[src/rtl/chunked_adder_sub.sv]
// chunked_adder_sub: multi-cycle WIDTH-bit adder/subtractor, CHUNK bits per clock, LSB slice first.
// Ports:
//   Clk, Rst_n        rising-edge clock, asynchronous active-low reset
//   Start             request an operation (taken only while Busy=0)
//   Sub, A, B, Cin    operation, operands and carry/borrow-in, captured with Start
//   Busy              operation in progress
//   Done              one-cycle pulse when Sum/Carry/Overflow are updated
//   Sum, Carry        result and MSB-slice carry-out (1 = no borrow when subtracting)
//   Overflow          two's-complement signed overflow
module chunked_adder_sub #(
    parameter int WIDTH = 16,
    parameter int CHUNK = 4
) (
    input  logic             Clk,
    input  logic             Rst_n,
    input  logic             Start,
    input  logic             Sub,
    input  logic [WIDTH-1:0] A,
    input  logic [WIDTH-1:0] B,
    input  logic             Cin,
    output logic             Busy,
    output logic             Done,
    output logic [WIDTH-1:0] Sum,
    output logic             Carry,
    output logic             Overflow
);
    localparam int NCHUNK = WIDTH / CHUNK;
    localparam int KW = NCHUNK > 1 ? $clog2(NCHUNK) : 1;

    typedef enum logic {IDLE, RUN} state_t;

    state_t           r_state, w_next;
    logic [WIDTH-1:0] r_a, r_b, r_res, w_res;
    logic             r_c;
    logic [KW-1:0]    r_k;
    logic [CHUNK-1:0] w_sa, w_sb;
    logic [CHUNK:0]   w_sum;
    logic             w_last, w_cmsb;

    assign w_sa   = r_a[int'(r_k)*CHUNK +: CHUNK];
    assign w_sb   = r_b[int'(r_k)*CHUNK +: CHUNK];
    assign w_sum  = {1'b0, w_sa} + {1'b0, w_sb} + {{CHUNK{1'b0}}, r_c};
    assign w_last = r_k == KW'(NCHUNK - 1);
    // carry into the slice MSB recovered from its sum bit; this covers CHUNK=1 too
    assign w_cmsb = w_sum[CHUNK-1] ^ w_sa[CHUNK-1] ^ w_sb[CHUNK-1];
    assign Busy   = r_state == RUN;

    always_comb begin
        w_res = r_res;
        w_res[int'(r_k)*CHUNK +: CHUNK] = w_sum[CHUNK-1:0];
    end

    always_comb begin
        w_next = r_state;
        if (r_state == IDLE && Start)
            w_next = RUN;
        else if (r_state == RUN && w_last)
            w_next = IDLE;
    end

    always_ff @(posedge Clk or negedge Rst_n) begin
        if (!Rst_n) begin
            r_state  <= IDLE;
            r_a      <= '0;
            r_b      <= '0;
            r_res    <= '0;
            r_c      <= 1'b0;
            r_k      <= '0;
            Done     <= 1'b0;
            Sum      <= '0;
            Carry    <= 1'b0;
            Overflow <= 1'b0;
        end else begin
            r_state <= w_next;
            Done    <= 1'b0;
            if (r_state == IDLE && Start) begin
                // subtraction as A + ~B + ~Cin, so the borrow-in folds into the carry seed
                r_a <= A;
                r_b <= Sub ? ~B : B;
                r_c <= Cin ^ Sub;
                r_k <= '0;
            end else if (r_state == RUN) begin
                r_res <= w_res;
                r_c   <= w_sum[CHUNK];
                r_k   <= w_last ? '0 : r_k + KW'(1);
                if (w_last) begin
                    Sum      <= w_res;
                    Carry    <= w_sum[CHUNK];
                    Overflow <= w_cmsb ^ w_sum[CHUNK];
                    Done     <= 1'b1;
                end
            end
        end
    end
endmodule
[config.mk]
export PLATFORM = sky130hd
export DESIGN_NAME = chunked_adder_sub
export DESIGN_NICKNAME = d
export VERILOG_FILES = /design/src/rtl/chunked_adder_sub.sv
export SDC_FILE = /design/constraint.sdc
export NUM_CORES = 1
export LEC_CHECK = 0
export BUFFER_PORTS_ARGS = -buffer_cell sky130_fd_sc_hd__buf_4
export CORE_MARGIN = 2
export CORE_UTILIZATION = 40
export CTS_BUF_LIST = sky130_fd_sc_hd__clkbuf_8
export DETAILED_ROUTE_END_ITERATION = 8
export PLACE_DENSITY = 0.56
export SLEW_MARGIN = 20
export SYNTH_ARGS = -nofsm -noshare
export SYNTH_HDL_FRONTEND = slang
export SYNTH_SLANG_ARGS = --single-unit
[constraint.sdc]
create_clock -name Clk -period 9 [get_ports Clk]
set_clock_uncertainty 0.1 [all_clocks]
set_input_delay 0.9 -clock Clk [delete_from_list [all_inputs] [get_ports Clk]]
set_output_delay 0.9 -clock Clk [all_outputs]
set_load 0.02 [all_outputs]
== After elaboration in Yosys (flattened, before gate mapping) ==
Cells that the tools add are included.
Word-level totals
  bits in registers: 71
  input bits: 37
  output and inout port bits: 20
  word-level logic and storage cells: 44
Cells by class
  $add $sub $neg: 4
  equal/unequal tests: 1
  shift-type cells: 4
  muxes and demuxes: 12
  bitwise gates (word level): 7
  reduce and logical (&&, ||, !) cells: 6
Operators by type and width (number)
  4-bit negator with 33-bit output: 1
  4-bit by 33-bit variable shift with 16-bit output (first input constant): 1
  4-bit by 33-bit variable part select with 16-bit output: 1
  16-bit by 5-bit variable part select with 4-bit output: 2
  16-bit bitwise mux: 1
  16-bit 2-to-1 mux: 1
  16-bit NOT: 1
  1-bit 2-to-1 mux: 7
  2-bit 2-to-1 mux: 3
  4-bit by 4-bit adder with 5-bit output: 1
  5-bit by 1-bit adder with 5-bit output: 1
  2-bit nonzero test: 2
  1-bit XOR: 4
  3-bit AND reduction: 1
  2-bit by 1-bit adder with 2-bit output (second input constant): 1
  2-bit == test (second input constant): 1
  1-bit logical AND: 2
  1-bit NOT: 2
  2-bit AND reduction: 1

== Logic depth before layout (Yosys ltp) ==
  word-level depth: 6
  mapped depth: 10
  mapped depth without buffers: 8

== Least setup slack after synthesis ==
OpenSTA, ideal clock, no wires.
  path kind: register to register
  start: register r_k[0]
  end: register Overflow
  library setup time: 127 ps
  data arrival time: 2934 ps
  required time: 8773 ps
  setup slack: 5839 ps
  cell stages (with the launch flop): 11
  buffers on the path: 2
  period minus slack after synthesis: 3161 ps
  cell sequence: dfrtp_1 > buf_6 > buf_2 > mux4_2 > fa_1 > fa_1 > a21o_1 > a21oi_1 > xnor3_1 > xnor2_1 > o21ai_1
On the way
  cells in the longest elaborated chain, start to end: 6
  elaborated cells between the ends (all ways): 9
  those cells by class: 2 x add/sub; 1 x eq/ne; 2 x shift; 3 x bitwise; 1 x reduce/logical
Ends and longest elaborated chain
  start, declared: line 35  | logic [KW-1:0] r_k;
  start signal, assigned: line 85  | r_k <= w_last ? '0 : r_k + KW'(1);
  16-bit by 5-bit variable part select with 4-bit output, on equally long branches: line 40, 41
  4-bit by 4-bit adder with 5-bit output: line 42  | assign w_sum = {1'b0, w_sa} + {1'b0, w_sb} + {{CHUNK{1'b0}}, r_c};
  5-bit by 1-bit adder with 5-bit output: line 42
  1-bit XOR (2 in a row): line 45  | assign w_cmsb = w_sum[CHUNK-1] ^ w_sa[CHUNK-1] ^ w_sb[CHUNK-1];
  1-bit XOR: line 89  | Overflow <= w_cmsb ^ w_sum[CHUNK];
  end signal, assigned: line 89
  end, declared: line 25  | output logic Overflow
Several ways; a longest one is shown, not always the timed one.
A chain may end at the register's enable or synchronous reset.

== Worst setup path in the final report ==
Ends and elaborated chain as after synthesis.

==> key figures <==
Synthesis
  • Yosys top cell area share: 52.8%
  • Synth Area in XOR/XNOR: 6.09%
  • Mux cell area share after synthesis: 11.1%
  • Unique masters post-synth: 31
  • Post-Synth Simple-Gate Area: 11.9%
  • Sequential fraction of the synthesis area: 52.8%
  • Mean cell area of the mapped netlist: 10.9 um^2
  • Mapped Area: 0.00337 mm^2
  • Flops & latches, synth: 71
  • Synth area leaders: dfrtp_1, o21ai_0, nand2_1, mux2_2, mux4_2
  • Yosys synthesis warning count: 0
  • Largest family of logic cells by synthesized area: simple AND/OR/NAND/NOR gates
  • Post-Synth Adder-Cell Area: 4.53%
  • Syn Nets: 356
  • Synth area leader: dfrtp_1
  • Compound-Gate Fraction of Synth Area: 11.2%
  • Mapped Cells: 308

Clock tree
  • Clk sink count: 71
  • CTS tree: done
  • Worst skew pair latency: 340 ps
  • Clk root buf: clkbuf_8
  • Reg clk slew, reported paths: 80 ps
  • Hold-fix buffers at CTS: 0
  • Inserted Clock Buffers: 9
  • CTS max path bufs: 2
  • Htree depth: 3
  • Post-CTS resize count: 0
  • Postcts setup bufs: 0

Die
  • Die span in x: 95.7 um
  • Number of core rows: 33
  • Die ar.: 0.00917 mm^2
  • Initial Util: 41.2%
  • Die Ht: 95.7 um
  • Core ar.: 0.00818 mm^2
  • Ports: 57

STA
  • Setup TNS Final: 0 ps
  • Unrepaired setup endpoints after global routing: false
  • Min Tclk post-route: 3230 ps
  • Endpoints failing hold: 0
  • FMAX: 0.310 GHz
  • Endpoints failing setup: 0
  • Slew at the pin with the worst max-slew slack: 892 ps
  • Relative slew margins: 40.5%
  • Slew Limit Fails: 0
  • Final worst path period share: 35.9%

Setup path
  • RR Endpoint: Overflow$_DFFE_PN0P_
  • Launching point of the worst reg2reg path: r_k[0]$_DFFE_PN0P_
  • CP endpoint kind: flip-flop
  • Cell count of the worst reg-to-reg path: 9
  • WP data arrival: 3340 ps
  • Reg-to-reg slack, setup: 5770 ps
  • WP data required: 9110 ps
  • Worst Setup Path Type: reg -> reg
  • Startpoint types: flip-flop
  • Critical path peak fanout: 17

Global routing
  • Largest net degree at the start of global routing: 72
  • Initial antenna violation count: 0
  • Total grt overflow: 0
  • Global-route wire length before repair: 11700 um
  • Tot GR Track Use: 17.0%
  • Number of global-route vias before repair: 2431

Job
  • Max cap viols: 0

Placed design
  • Hpwl dp: 4880 um
  • GPL Wtd Cong: 0.815
  • PortBufs: 56

Routing
  • Final wirelength: 6780 um
  • Via-per-instance ratio: 4.92
  • DRT Pass-1 Iters: 4
  • First-iteration detailed-routing DRC count: 49
  • DRC Markers: 0
  • WL per Instance: 14.4 um
  • Post-DRT Antenna Nets: 0
  • Vias post-DR: 2320

Power and ir drop
  • Total Power: 0.00165 W
  • Switch share: 42.3%
  • NetSw: 0.000700 W
  • Leakage: 1.89 nW
  • Gate power share: 52.2%
  • Power density over the cells: 407 mW/mm^2
  • Max VDD drop: 0.000189 V
  • Flop pwr share: 32.5%
  • Internal power: 0.000955 W
  • Share of power burned in the clock network: 15.3%

Hold path
  • Hold path depth: 2
  • Hold worst-path end: r_res[8]$_DFFE_PN0P_
  • Min-delay src: r_res[8]$_DFFE_PN0P_
  • Type of the most critical hold path: reg -> reg

Run status
  • Status: finished, final reports clean

Cells and area
  • Synthesis-to-layout area growth: 20.8%
  • Share of layout cells above drive strength 1: 26.7%
  • ANT cells: 0
  • # nets final: 411
worst max-delay path by stage:
stage,startpoint,endpoint,slack (ps)
after global placement,r_k[0]$_DFFE_PN0P_,Overflow$_DFFE_PN0P_,5860
after floorplan,r_k[0]$_DFFE_PN0P_,Overflow$_DFFE_PN0P_,5840
after CTS,r_k[0]$_DFFE_PN0P_,Overflow$_DFFE_PN0P_,5720
after detailed placement,r_k[0]$_DFFE_PN0P_,Overflow$_DFFE_PN0P_,5760
final,r_k[0]$_DFFE_PN0P_,Overflow$_DFFE_PN0P_,5770
after global routing,r_k[0]$_DFFE_PN0P_,Overflow$_DFFE_PN0P_,5570
sequential cells by signal, indices dropped and copies added (netlist names):
| register | count |
|---|---|
| Sum | 16 |
| r_res | 16 |
| r_k | 2 |
| r_c | 1 |
| r_a | 16 |
| r_b | 16 |
| Overflow | 1 |
| Carry | 1 |
| Busy | 1 |
| Done | 1 |
area by class of cell:
type / count / area (um^2)
multi-input cells: 219 / 1510
flip-flops and latches: 71 / 1780
fillers: 791 / 4110
repair buffers: 58 / 435
clock buffers: 10 / 138
inverters: 4 / 15.0
well taps: 105 / 131
clock inverters: 5 / 58.8
logic make-up after synthesis:
kind of cell,Yosys count
xor gates and xnor gates,21
and+or+nand+nor,89
buffers and inverters,18
AOI/OAI and AO/OA,73
muxes,25
adders and majority gates,11
DFF,71
cell usage after synthesis, drive strengths merged:
| cell type | instances |
|---|---|
| nand2b | 1 |
| dfrtp | 71 |
| a21o | 2 |
| nand4 | 1 |
| and3 | 2 |
| nor2 | 4 |
| fa | 2 |
| inv | 4 |
| mux2 | 16 |
| a22o | 2 |
| xnor3 | 1 |
| clkbuf | 9 |
| nor2b | 16 |
| xor2 | 1 |
| nor4b | 1 |
| a21oi | 18 |
| xnor2 | 19 |
| mux4 | 8 |
| o21ai | 51 |
| nand4b | 1 |
| nand3 | 2 |
| and4 | 1 |
| mux2i | 1 |
| buf | 5 |
| nand2 | 60 |
| ha | 9 |
through the flow:
step                hold slack (ps)  setup WS, ps  utilization [%]  std cells  instance area [um^2]
floorplan                       342          5840                -        308                  3370
global placement                355          5860             47.3        457                  3870
detailed placement              366          5760             47.3        457                  3870
CTS                             384          5720             49.7        472                  4070
global route                    405          5570             49.8        472                  4070
finish                          377          5770             49.8        472                  4070
layer usage:
| metal | track usage [%] | up-vias | wire [um] |
|---|---|---|---|
| li1 | - | 1162 | - |
| met1 | 21.4 | 1093 | 3080 |
| met2 | 28.3 | 54 | 3310 |
| met3 | 3.68 | 11 | 280 |
| met4 | 7.02 | 0 | 116 |
| met5 | 0 | - | 0 |
critical path: stages (launching register included):
cell     delay (ps)
dfrtp_1         320
buf_4           250
mux4_1          610
fa_1            430
fa_1            410
a21o_1          190
a21oi_1         270
xnor3_1         280
xnor2_1         150
o21ai_1          70
power groups by stage:
stage | clock network [W] | logic [W] | registers, W
after floorplan | 0 | 0.000599 | 0.000549
after global placement | 0 | 0.000866 | 0.000545
after detailed placement | 0 | 0.000871 | 0.000547
after CTS | 0.000261 | 0.000876 | 0.000540
after global routing | 0.000276 | 0.000971 | 0.000559
final | 0.000253 | 0.000864 | 0.000538
cell usage in the layout (no fill, tap or decap), drive strengths merged, types with 2 or more instances in the layout:
master and n:
a21o 2, a21oi 18, a22o 2, and3 2, buf 58, clkbuf 10, clkinv 2, clkinvlp 2
dfrtp 71, fa 2, ha 9, inv 4, mux2 16, mux4 8, nand2 60, nand3 2
nor2 4, nor2b 16, o21ai 51, xnor2 19
Power figures use the tool's default switching activity.
